===== config.mk =====
export PLATFORM = sky130hd
export DESIGN_NAME = seg7_capture
export DESIGN_NICKNAME = d
export VERILOG_FILES = /design/src/rtl/seg7_pkg.sv /design/src/rtl/seg7_pattern_decode.sv /design/src/rtl/seg7_capture.sv
export SDC_FILE = /design/constraint.sdc
export NUM_CORES = 1
export LEC_CHECK = 0
export ABC_CLOCK_PERIOD_IN_PS = 3400
export CAP_MARGIN = 20
export CORE_MARGIN = 2
export CORE_UTILIZATION = 43
export CTS_CLUSTER_SIZE = 25
export DETAILED_ROUTE_END_ITERATION = 6
export GPL_TIMING_DRIVEN = 0
export PLACE_DENSITY_LB_ADDON = 0.25
export SYNTH_ARGS = -nofsm -noshare
export SYNTH_HDL_FRONTEND = slang
export SYNTH_HIERARCHICAL = 1
export SYNTH_SLANG_ARGS = --single-unit

===== constraint.sdc =====
create_clock -name CLOCK_50 -period 3.4 [get_ports CLOCK_50]
set_input_delay 0.68 -clock CLOCK_50 [delete_from_list [all_inputs] [get_ports CLOCK_50]]
set_output_delay 0.68 -clock CLOCK_50 [all_outputs]
set_load 0.01 [all_outputs]

===== src/rtl/seg7_pkg.sv =====
// seg7_pkg
//   Shared definitions for seven-segment readback logic.
//   - SEG7_0..SEG7_9, SEG7_BLANK : active-low gfedcba patterns (bit0 = a)
//   - BCD_BLANK / BCD_INVALID    : nibble codes for blank and illegal patterns
//   - cap_state_e                : capture FSM states
package seg7_pkg;

   localparam logic [6:0] SEG7_0     = 7'b1000000;
   localparam logic [6:0] SEG7_1     = 7'b1111001;
   localparam logic [6:0] SEG7_2     = 7'b0100100;
   localparam logic [6:0] SEG7_3     = 7'b0110000;
   localparam logic [6:0] SEG7_4     = 7'b0011001;
   localparam logic [6:0] SEG7_5     = 7'b0010010;
   localparam logic [6:0] SEG7_6     = 7'b0000010;
   localparam logic [6:0] SEG7_7     = 7'b1111000;
   localparam logic [6:0] SEG7_8     = 7'b0000000;
   localparam logic [6:0] SEG7_9     = 7'b0010000;
   localparam logic [6:0] SEG7_BLANK = 7'b1111111;

   localparam logic [3:0] BCD_BLANK   = 4'hF;
   localparam logic [3:0] BCD_INVALID = 4'hE;

   typedef enum logic [1:0] {
      IDLE  = 2'd0,
      TRACK = 2'd1,
      HELD  = 2'd2
   } cap_state_e;

endpackage


===== src/rtl/seg7_pattern_decode.sv =====
// seg7_pattern_decode
//   Combinational inverse of a BCD-to-seven-segment decoder.
//   Ports:
//     pattern : in  7  active-low gfedcba segment pattern
//     nibble  : out 4  recovered digit, BCD_BLANK or BCD_INVALID
//     blank   : out 1  all segments off
//     invalid : out 1  pattern is neither a digit nor blank
module seg7_pattern_decode
   import seg7_pkg::*;
(
   input  logic [6:0] pattern,
   output logic [3:0] nibble,
   output logic       blank,
   output logic       invalid
);

   always_comb begin
      nibble  = BCD_INVALID;
      blank   = 1'b0;
      invalid = 1'b0;
      case (pattern)
         SEG7_0:     nibble = 4'd0;
         SEG7_1:     nibble = 4'd1;
         SEG7_2:     nibble = 4'd2;
         SEG7_3:     nibble = 4'd3;
         SEG7_4:     nibble = 4'd4;
         SEG7_5:     nibble = 4'd5;
         SEG7_6:     nibble = 4'd6;
         SEG7_7:     nibble = 4'd7;
         SEG7_8:     nibble = 4'd8;
         SEG7_9:     nibble = 4'd9;
         SEG7_BLANK: begin
            nibble = BCD_BLANK;
            blank  = 1'b1;
         end
         default: begin
            nibble  = BCD_INVALID;
            invalid = 1'b1;
         end
      endcase
   end

endmodule


===== src/rtl/seg7_capture.sv =====
// seg7_capture
//   Captures a multiplexed active-low seven-segment bus and recovers one BCD
//   digit per scanned position. Inputs are 2-flop synchronised, each
//   (digit, pattern) sample must be stable for STABLE_CYCLES cycles before it
//   is written to a staging slot, and a full set of slots is presented as a
//   frame over a valid/ready handshake.
//
//   Handshake: FRAME_VALID rises when a frame is loaded; BCD/BLANK/INVALID
//   (and DP_OUT) are stable while FRAME_VALID is high; the frame transfers on
//   a clock edge with FRAME_VALID & FRAME_READY, and FRAME_VALID falls on that
//   edge unless a new frame completes in the same cycle. FRAME_READY alone is
//   ignored.
//
//   Ports:
//     CLOCK_50      in   system clock
//     RESET_N       in   asynchronous active-low reset
//     SEG[6:0]      in   active-low segments, gfedcba
//     DIG[N-1:0]    in   active-low digit enables
//     BCD[4N-1:0]   out  frame, BCD[4k+3:4k] = digit k
//     BLANK[N-1:0]  out  digit k was blank
//     INVALID[N-1:0]out  digit k showed an illegal pattern
//     FRAME_VALID   out  frame outputs hold a complete frame
//     FRAME_READY   in   consumer accepts the frame
//     OVERRUN       out  sticky, a completed frame was dropped
//     DP            in   active-low decimal point   (SEG7_DP_EN only)
//     DP_OUT[N-1:0] out  digit k decimal point lit   (SEG7_DP_EN only)
//     capture_state out  capture FSM state, for observation
//
//   Optional feature macro: SEG7_DP_EN (decimal point capture).
module seg7_capture
   import seg7_pkg::*;
#(
   parameter int NUM_DIGITS    = 4,
   parameter int STABLE_CYCLES = 16
)
(
   input  logic                    CLOCK_50,
   input  logic                    RESET_N,
   input  logic [6:0]              SEG,
   input  logic [NUM_DIGITS-1:0]   DIG,
   output logic [4*NUM_DIGITS-1:0] BCD,
   output logic [NUM_DIGITS-1:0]   BLANK,
   output logic [NUM_DIGITS-1:0]   INVALID,
   output logic                    FRAME_VALID,
   input  logic                    FRAME_READY,
   output logic                    OVERRUN,
`ifdef SEG7_DP_EN
   input  logic                    DP,
   output logic [NUM_DIGITS-1:0]   DP_OUT,
`endif
   output cap_state_e              capture_state
);

   localparam int CNT_W = $clog2(STABLE_CYCLES + 1);
   localparam int K_W   = (NUM_DIGITS > 1) ? $clog2(NUM_DIGITS) : 1;
   localparam logic [CNT_W-1:0] CNT_MAX  = CNT_W'(STABLE_CYCLES);
   localparam logic [CNT_W-1:0] CNT_LAST = CNT_W'(STABLE_CYCLES - 1);

   // ------------------------------------------------------------------
   // Synchronisers (idle level is all ones: segments off, no digit)
   // ------------------------------------------------------------------
   logic [6:0]            seg_s1, seg_s2;
   logic [NUM_DIGITS-1:0] dig_s1, dig_s2;

   always_ff @(posedge CLOCK_50 or negedge RESET_N) begin
      if (!RESET_N) begin
         seg_s1 <= '1;
         seg_s2 <= '1;
         dig_s1 <= '1;
         dig_s2 <= '1;
      end else begin
         seg_s1 <= SEG;
         seg_s2 <= seg_s1;
         dig_s1 <= DIG;
         dig_s2 <= dig_s1;
      end
   end

   // ------------------------------------------------------------------
   // Qualification: exactly one digit enable low
   // ------------------------------------------------------------------
   logic [3:0]     low_cnt;
   logic [K_W-1:0] sel_k;
   logic           qualified;

   always_comb begin
      low_cnt = 4'd0;
      sel_k   = '0;
      for (int i = 0; i < NUM_DIGITS; i++) begin
         if (!dig_s2[i]) begin
            low_cnt = low_cnt + 4'd1;
            sel_k   = K_W'(i);
         end
      end
      qualified = (low_cnt == 4'd1);
   end

   // ------------------------------------------------------------------
   // Tracked pattern: the (k, SEG[, DP]) the counter is timing
   // ------------------------------------------------------------------
   logic [K_W-1:0] cur_k;
   logic [6:0]     cur_seg;
   logic           same_pat;
   logic           load_pat;

   always_ff @(posedge CLOCK_50 or negedge RESET_N) begin
      if (!RESET_N) begin
         cur_k   <= '0;
         cur_seg <= '1;
      end else if (load_pat) begin
         cur_k   <= sel_k;
         cur_seg <= seg_s2;
      end
   end

`ifdef SEG7_DP_EN
   logic dp_s1, dp_s2, cur_dp;

   always_ff @(posedge CLOCK_50 or negedge RESET_N) begin
      if (!RESET_N) begin
         dp_s1  <= 1'b1;
         dp_s2  <= 1'b1;
         cur_dp <= 1'b1;
      end else begin
         dp_s1 <= DP;
         dp_s2 <= dp_s1;
         if (load_pat) cur_dp <= dp_s2;
      end
   end

   assign same_pat = (sel_k == cur_k) && (seg_s2 == cur_seg) && (dp_s2 == cur_dp);
`else
   assign same_pat = (sel_k == cur_k) && (seg_s2 == cur_seg);
`endif

   // ------------------------------------------------------------------
   // Capture FSM
   // ------------------------------------------------------------------
   cap_state_e       state, state_n;
   logic [CNT_W-1:0] cnt, cnt_n;
   logic             write_en;

   always_ff @(posedge CLOCK_50 or negedge RESET_N) begin
      if (!RESET_N) begin
         state <= IDLE;
         cnt   <= '0;
      end else begin
         state <= state_n;
         cnt   <= cnt_n;
      end
   end

   always_comb begin
      state_n  = state;
      cnt_n    = cnt;
      load_pat = 1'b0;
      write_en = 1'b0;
      case (state)
         IDLE: begin
            cnt_n = '0;
            if (qualified) begin
               state_n  = TRACK;
               cnt_n    = CNT_W'(1);
               load_pat = 1'b1;
            end
         end
         TRACK: begin
            if (!qualified) begin
               state_n = IDLE;
               cnt_n   = '0;
            end else if (same_pat) begin
               if (cnt == CNT_LAST) begin
                  // This sample is the STABLE_CYCLES-th identical one.
                  state_n  = HELD;
                  cnt_n    = CNT_MAX;
                  write_en = 1'b1;
               end else begin
                  cnt_n = cnt + CNT_W'(1);
               end
            end else begin
               cnt_n    = CNT_W'(1);
               load_pat = 1'b1;
            end
         end
         HELD: begin
            if (!qualified) begin
               state_n = IDLE;
               cnt_n   = '0;
            end else if (!same_pat) begin
               state_n  = TRACK;
               cnt_n    = CNT_W'(1);
               load_pat = 1'b1;
            end
         end
         default: begin
            state_n = IDLE;
            cnt_n   = '0;
         end
      endcase
   end

   assign capture_state = state;

   // ------------------------------------------------------------------
   // Decode and staging
   // ------------------------------------------------------------------
   logic [3:0] dec_nibble;
   logic       dec_blank, dec_invalid;

   seg7_pattern_decode u_decode (
      .pattern (seg_s2),
      .nibble  (dec_nibble),
      .blank   (dec_blank),
      .invalid (dec_invalid)
   );

   logic [4*NUM_DIGITS-1:0] stage_bcd;
   logic [NUM_DIGITS-1:0]   stage_blank, stage_invalid;
   logic [NUM_DIGITS-1:0]   mask, write_bit;
   logic                    mask_full, handshake;

   assign write_bit = write_en ? (NUM_DIGITS'(1) << sel_k) : '0;
   assign mask_full = &mask;
   assign handshake = FRAME_VALID & FRAME_READY;

   always_ff @(posedge CLOCK_50 or negedge RESET_N) begin
      if (!RESET_N) begin
         stage_bcd     <= {NUM_DIGITS{BCD_BLANK}};
         stage_blank   <= '1;
         stage_invalid <= '0;
      end else begin
         for (int i = 0; i < NUM_DIGITS; i++) begin
            if (write_bit[i]) begin
               stage_bcd[4*i +: 4] <= dec_nibble;
               stage_blank[i]      <= dec_blank;
               stage_invalid[i]    <= dec_invalid;
            end
         end
      end
   end

   // A completed mask is always consumed (loaded or dropped) in the cycle it
   // is seen, so a write landing that same cycle starts the next frame.
   always_ff @(posedge CLOCK_50 or negedge RESET_N) begin
      if (!RESET_N) begin
         mask <= '0;
      end else begin
         mask <= (mask_full ? '0 : mask) | write_bit;
      end
   end

   // ------------------------------------------------------------------
   // Frame outputs and handshake
   // ------------------------------------------------------------------
   logic frame_load;
   assign frame_load = mask_full && (!FRAME_VALID || handshake);

   always_ff @(posedge CLOCK_50 or negedge RESET_N) begin
      if (!RESET_N) begin
         BCD         <= {NUM_DIGITS{BCD_BLANK}};
         BLANK       <= '1;
         INVALID     <= '0;
         FRAME_VALID <= 1'b0;
         OVERRUN     <= 1'b0;
      end else begin
         if (frame_load) begin
            BCD         <= stage_bcd;
            BLANK       <= stage_blank;
            INVALID     <= stage_invalid;
            FRAME_VALID <= 1'b1;
         end else if (mask_full) begin
            // Pending frame not yet taken: drop the new one, keep outputs.
            OVERRUN <= 1'b1;
         end else if (handshake) begin
            FRAME_VALID <= 1'b0;
         end
      end
   end

`ifdef SEG7_DP_EN
   logic [NUM_DIGITS-1:0] stage_dp;

   always_ff @(posedge CLOCK_50 or negedge RESET_N) begin
      if (!RESET_N) begin
         stage_dp <= '0;
         DP_OUT   <= '0;
      end else begin
         for (int i = 0; i < NUM_DIGITS; i++) begin
            if (write_bit[i]) stage_dp[i] <= ~dp_s2;
         end
         if (frame_load) DP_OUT <= stage_dp;
      end
   end
`else
`endif

endmodule


==> results of run 1 <==
## path summary, 6_finish.rpt
check | end | slack (ps)
worst max-delay path | stage_invalid[0]$_DFFE_PN0P_ | 170
worst min-delay path | INVALID[0]$_DFFE_PN0P_ | 290
worst max register to register | stage_invalid[0]$_DFFE_PN0P_ | 170
worst min register to register | seg_s2[6]$_DFF_PN1_ | 360
max in group asynchronous | BCD[7]$_DFFE_PN1P_ | 2440
min in group CLOCK_50 | seg_s2[6]$_DFF_PN1_ | 360
## per-stage QoR
step | power (mW) | util | hold WS [ps]
after detailed placement | 1.629 | 0.5038 | 346.8
after global placement | 1.612 | 0.5011 | 345.5
final | 2.406 | 0.5309 | 286.8
after CTS | 2.431 | 0.5275 | 285.9
after floorplan | 1.522 | - | 345.2
after global routing | 2.532 | 0.5309 | 297.5
## synth_stat cells (2+ instances only)
master	number	area share
dfstp_2	69	0.45
mux2_2	51	0.14
dfrtp_1	23	0.14
inv_1	15	0.014
ha_1	10	0.031
nor2_1	10	0.0092
nand2_1	9	0.0083
xnor2_1	9	0.019
nand3_1	7	0.0086
a21oi_1	6	0.0074
mux2_4	6	0.022
a21o_1	5	0.0092
clkbuf_1	5	0.0046
nor3_1	5	0.0062
a31oi_1	4	0.0062
and3_1	4	0.0062
nand2b_1	4	0.0062
o21ai_0	4	0.0049
nor4_1	3	0.0046
buf_6	2	0.0055
nand4_1	2	0.0031
nor4_4	2	0.010
o211ai_2	2	0.0062
o21ai_1	2	0.0025
or3_4	2	0.0055
xor2_1	2	0.0043
## cells in the final DEF, fill, tap and decap left out, drive strengths merged, types with 2 or more instances in the layout
cell type and instances:
buf 7, nand4 3, nor3 6, nor2 11, nor4 5, clkbuf 16
a21oi 6, xnor2 9, dfstp 69, clkdlybuf4s50 40, nand3 8, dfrtp 23
xor2 2, a31oi 4, ha 10, bufinv 2, o211ai 3, o21ai 6
and3 5, clkinvlp 2, nand2b 4, a21o 5, or3 2, inv 16
mux2 57, nand2 10
## critical path, stage by stage (launching register included)
cell and delay, ps:
dfstp_2 570, inv_1 90, ha_4 310, xnor2_1 80
ha_1 310, or3_4 330, o211ai_2 90, o311a_4 250
nand3_4 130, or4_4 520, buf_6 160, mux2_4 290
## registers in the layout (all words and copies together) (netlist names)
name,flops
BCD,16
stage_bcd,16
cur_seg,7
seg_s1,7
seg_s2,7
cnt,5
BLANK,4
INVALID,4
dig_s1,4
dig_s2,4
mask,4
stage_blank,4
stage_invalid,4
capture_state,2
cur_k,2
FRAME_VALID,1
OVERRUN,1
## cell type report
| cell class | count | area share |
|---|---|---|
| buffer | 8 | 0.009995 |
| clock buffer | 11 | 0.02691 |
| clock inverter | 5 | 0.01717 |
| inverter | 15 | 0.01153 |
| multi-input combinational | 176 | 0.3244 |
| sequential | 92 | 0.4892 |
| tap | 111 | 0.02845 |
| timing repair buffer | 44 | 0.09226 |
## cell families after synthesis
family / Yosys count
AOI/OAI and AO/OA: 35
xor gates and xnor gates: 11
adders and majority gates: 10
buffers and inverters: 23
DFF: 92
muxes: 57
and+or+nand+nor: 63
## per-layer routing
layer,GRT usage,share of wire,up-vias
met5,0,0,-
met4,0.06237,0.015,0
met3,0.02692,0.024,9
met2,0.2298,0.49,36
met1,0.1978,0.48,1164
li1,-,-,1148
## what timing repair did
item	in CTS	in global routing
pin swaps	0	0
setup endpoints to repair	3	24
setup buffers	0	2
gates resized for setup	1	2
cloned	0	0
## power groups by stage
stage	logic [mW]	clock network [mW]	registers (mW)
2_1_floorplan	0.242	0	1.28
6_report	0.341	0.794	1.27
3_5_place_dp	0.339	0	1.29
5_1_grt	0.383	0.864	1.28
4_1_cts	0.341	0.818	1.27
3_3_place_gp	0.327	0	1.29
==> results_dict.tcl, run 1 <==
set metrics [dict create \
    status "finished clean" \
    die_w_um 101.2 \
    clockBufferDepth 2 \
    synthFlopType "dfstp_2" \
    async_reset_ff_frac 1.000 \
    n_fill_cell 792 \
    netSwitchingFraction 0.2500 \
    synth-simple-area-share 0.1023 \
    ctsHoldBuffers 0 \
    synth_top_family_by_area "multiplexers" \
    pre_cts_ws_ps -6.912 \
    drive_gt1_frac 0.4672 \
    fp.dieArea_mm2 0.01023 \
    clkTransAtPathRegs_ps 90 \
    arrival_ps 3480 \
    syn_nets 315 \
    vdd_drop_max_mv 0.2206 \
    gp_congestion 0.8135 \
    startpoint "dig_s2[1]$_DFF_PN1_" \
    rows 35 \
    synth_area_mm2 0.004059 \
    drc 0 \
    worstSetupEndpointType "register" \
    grt_use_total 0.1454 \
    syn_inst 291 \
    fin_area_mm2 0.004882 \
    layout_setup_ws_ps 167.9 \
    combinationalPowerShare 0.142 \
    stdcell_count 462 \
    path_class "reg -> reg" \
    drt_iter0_markers 72 \
    place_area_mm2 0.004633 \
    final_antenna_net_count 0 \
    finalSetupViolations 0 \
    multi_input_area_mm2 0.001584 \
    cts_tree "done" \
    io_buffers 41 \
    overflow 0 \
    antenna_found_initial 0 \
    area_delta_synth_final_pct 20.28 \
    final.setup.tns_ps 0 \
    grt_max_degree 57 \
    fin_crit_sh 0.9506 \
    dp_hpwl_mm 4.737 \
    synth_edf_count 0 \
    rsz0062_at_grt "no" \
    switchingPower_mw 0.6014 \
    power_density_mw_per_mm2 492.8 \
    initial_core_util 0.4414 \
    htree_levels 3 \
    yosysUniqueCellTypes 54 \
    die_h_um 101.2 \
    clkPwrFrac 0.330 \
    wire_per_inst_um 14.72 \
    core-area_mm2 0.009196 \
    leakage_nw 2.079 \
    hold_viol 0 \
    ys_seq_area_frac 0.5885 \
    clock.fmax_mhz 309.4 \
    cts_sinks 92 \
    r2r-start "dig_s2[1]$_DFF_PN1_" \
    intPower_mw 1.804 \
    synth-compound-area-share 0.06504 \
    ys_seq_elements 92 \
    ys_warn_count 6 \
    num-nets-final 370 \
    route.vias.total 2357 \
    reg2regPathDepth 11 \
    syn_area_per_cell_um2 13.95 \
    ios 42 \
    cp.required_ps 3650 \
    drt_first_pass_iters 4 \
    place_inst 444 \
    relSlewSlack 0.4518 \
    pwr-share-seq 0.528 \
    finalCriticalPeriod_ps 3232 \
    synthXorXnorAreaFrac 0.02374 \
    drv_cap 0 \
    start_kind "register" \
    numCtsBuffers 9 \
    report.final.slew_viol_count 0 \
    routed_wl_mm 6.801 \
    tightest_slew_ps 812.1 \
    grt_pass1_wl_mm 11.54 \
    muxShareOfSynthArea 0.1637 \
    seq_area_mm2 0.002389 \
    synthAdderAreaFrac 0.03083 \
    clock_latency_ps 350 \
    diodes 0 \
    grt_pass1_vias 2373 \
    hold_path_class "in -> async" \
    root_buffer "clkbuf_8" \
    viasPerCell 5.102 \
    fin_skew_ps 9.642 \
    crit_fanout 7 \
]
Power figures use the tool's default switching activity.
==> run 2: changes to the inputs <==
--- a/config.mk
+++ b/config.mk
@@ -6,13 +6,13 @@
 export NUM_CORES = 1
 export LEC_CHECK = 0
 export ABC_CLOCK_PERIOD_IN_PS = 3400
-export CAP_MARGIN = 20
 export CORE_MARGIN = 2
 export CORE_UTILIZATION = 43
 export CTS_CLUSTER_SIZE = 25
 export DETAILED_ROUTE_END_ITERATION = 6
 export GPL_TIMING_DRIVEN = 0
 export PLACE_DENSITY_LB_ADDON = 0.25
+export SETUP_SLACK_MARGIN = 0.4
 export SYNTH_ARGS = -nofsm -noshare
 export SYNTH_HDL_FRONTEND = slang
 export SYNTH_HIERARCHICAL = 1
==> run 2 against run 1 <==
Net effect:
- maximum frequency rose by 5.6%
- first-iteration DRC count is 11% lower
- count of clock-buffer cells in the layout down 1
- core utilization grew 1.6 points
- sequential power barely moved
- via count increased by 3.6%
- non-clock buffer count grew 15
- global-route usage up 0.70 points
- die area unchanged
- hold slack got worse by 39 ps
- sequential share of layout area down 1.4 points
- critical path depth up 1
- critical endpoint unchanged
- largest cell class unchanged
==> results_dict.tcl, run 2 (synthesis gave the netlist of run 1 again) <==
set metrics [dict create \
    pre_cts_ws_ps 147.7 \
    io_buffers 41 \
    ios 42 \
    drive_gt1_frac 0.5000 \
    layout_setup_ws_ps 338.9 \
    mostFrequentLayoutCell "dfstp_2" \
    grt_max_degree 63 \
    finalCriticalPeriod_ps 3061 \
    slowest_delay_ps 560 \
    whs_ps 248.0 \
    layout_common_cells "69 x dfstp_2, 51 x mux2_2, 40 x clkdlybuf4s50_1, 23 x dfrtp_1, 16 x buf_4" \
    relSlewSlack 0.4946 \
    final.setup.tns_ps 0 \
    hold_viol 0 \
    root_buffer "clkbuf_8" \
    arrival_ps 3310 \
    leakage_nw 2.162 \
    wire_per_inst_um 15.04 \
    num-nets-final 385 \
    status "finished clean" \
    reg_top3 "BCD x16, stage_bcd x16" \
    diodes 0 \
    worstPathCellList "inv_2 > ha_4 > nor2_2 > a21oi_1 > ha_1 > or3_4 > o211ai_2 > o311a_4 > nand3_4 > or4_4 > buf_8 > mux2_4" \
    fin_skew_ps 7.547 \
    die_h_um 101.2 \
    route.vias.total 2441 \
    routed_wl_mm 7.175 \
    r2r-start "dig_s2[1]$_DFF_PN1_" \
    die_w_um 101.2 \
    antenna_found_initial 0 \
    tightest_slew_ps 748.5 \
    cp.required_ps 3650 \
    startpoint "dig_s2[1]$_DFF_PN1_" \
    htree_levels 3 \
    place_area_mm2 0.004646 \
    grt_pass1_wl_mm 12.05 \
    rows 35 \
    drc 0 \
    path_class "reg -> reg" \
    overflow 0 \
    numCtsBuffers 9 \
    crit_path_top_delay_cell "dfstp_2" \
    fin_area_mm2 0.005030 \
    fin_crit_sh 0.9003 \
    clkTransAtPathRegs_ps 90 \
    drv_cap 0 \
    hold_path_class "in -> async" \
    area_delta_synth_final_pct 23.92 \
    rsz0062_at_grt "yes" \
    cts_sinks 92 \
    fp.dieArea_mm2 0.01023 \
    power_density_mw_per_mm2 488.2 \
    grt_pass1_vias 2374 \
    final_antenna_net_count 0 \
    vdd_drop_max_mv 0.2970 \
    worstSetupEndpointType "register" \
    ctsHoldBuffers 0 \
    finish.utilization 0.5469 \
    start_kind "register" \
    drt_iter0_markers 64 \
    clock_latency_ps 350 \
    drt_first_pass_iters 4 \
    core-area_mm2 0.009196 \
    clock.fmax_mhz 326.7 \
    viasPerCell 5.117 \
    grt_use_total 0.1524 \
    cts_tree "done" \
    n_fill_cell 774 \
    dp_hpwl_mm 4.830 \
    clockBufferDepth 2 \
    report.final.slew_viol_count 0 \
    initial_core_util 0.4414 \
    finalSetupViolations 0 \
    gp_congestion 0.8106 \
    crit_fanout 7 \
]
==> run 2: changes by cell type in the layout (fill, tap and decap cells not counted), sizes merged <==
cell / change
buf: +15
clkbuf: -1
clkinv: +1
clkinvlp: -1
inv: +1
==> run 2: timing repair <==
item	CTS	global route
buffers inserted	13	4
gates resized for setup	3	3
pin swaps	1	2
setup endpoints to repair	24	20
==> run 2: per-layer routing <==
metal	global-route usage	wire, um
met5	0	0
met4	0.04886	80
met2	0.2445	3577
met3	0.03520	183
met1	0.2067	3333
==> run 2: report_power, final <==
| part | switching, mW | total (mW) | internal, mW |
|---|---|---|---|
| logic | 0.173 | 0.357 | 0.185 |
| clock network | 0.401 | 0.825 | 0.424 |
| registers | 0.0591 | 1.27 | 1.21 |
| total | 0.633 | 2.46 | 1.82 |
==> run 2: worst max-delay path: cells and delay by family (launching register included) <==
family                     cells  cell delay [ps]
AOI/OAI and AO/OA              3              390
muxes                          1              290
DFF                            1              560
buffers and inverters          2              210
adders and majority gates      2              480
and+or+nand+nor                4             1030
==> run 2: final timing paths <==
path / slack (ps) / depth (start not counted) / endpoint
max in group asynchronous: 2500 / 2 / stage_bcd[2]$_DFFE_PN1P_
worst max-delay path: 340 / 12 / stage_invalid[0]$_DFFE_PN0P_
worst max register to register: 340 / 12 / stage_invalid[0]$_DFFE_PN0P_
worst min register to register: 350 / 0 / dig_s2[0]$_DFF_PN1_
worst min-delay path: 250 / 1 / stage_invalid[3]$_DFFE_PN0P_
min in group CLOCK_50: 350 / 0 / dig_s2[0]$_DFF_PN1_
==> run 2: metrics by stage <==
| stage | total power [mW] | instances |
|---|---|---|
| floorplan | 1.525 | 291 |
| global placement | 1.614 | 443 |
| detailed placement | 1.633 | 444 |
| CTS | 2.470 | 473 |
| global route | 2.580 | 477 |
| finish | 2.456 | 477 |
==> run 2: layout make-up <==
cell class	instances	area [um2]	area share
multi-input cells	176	1587	0.3154
clock buffers	10	127.6	0.02537
clock inverters	6	96.34	0.01915
repair buffers	59	583.1	0.1159
inverters	15	56.30	0.01119
well taps	111	138.9	0.02761
flip-flops and latches	92	2389	0.4749
plain buffers	8	52.55	0.01045
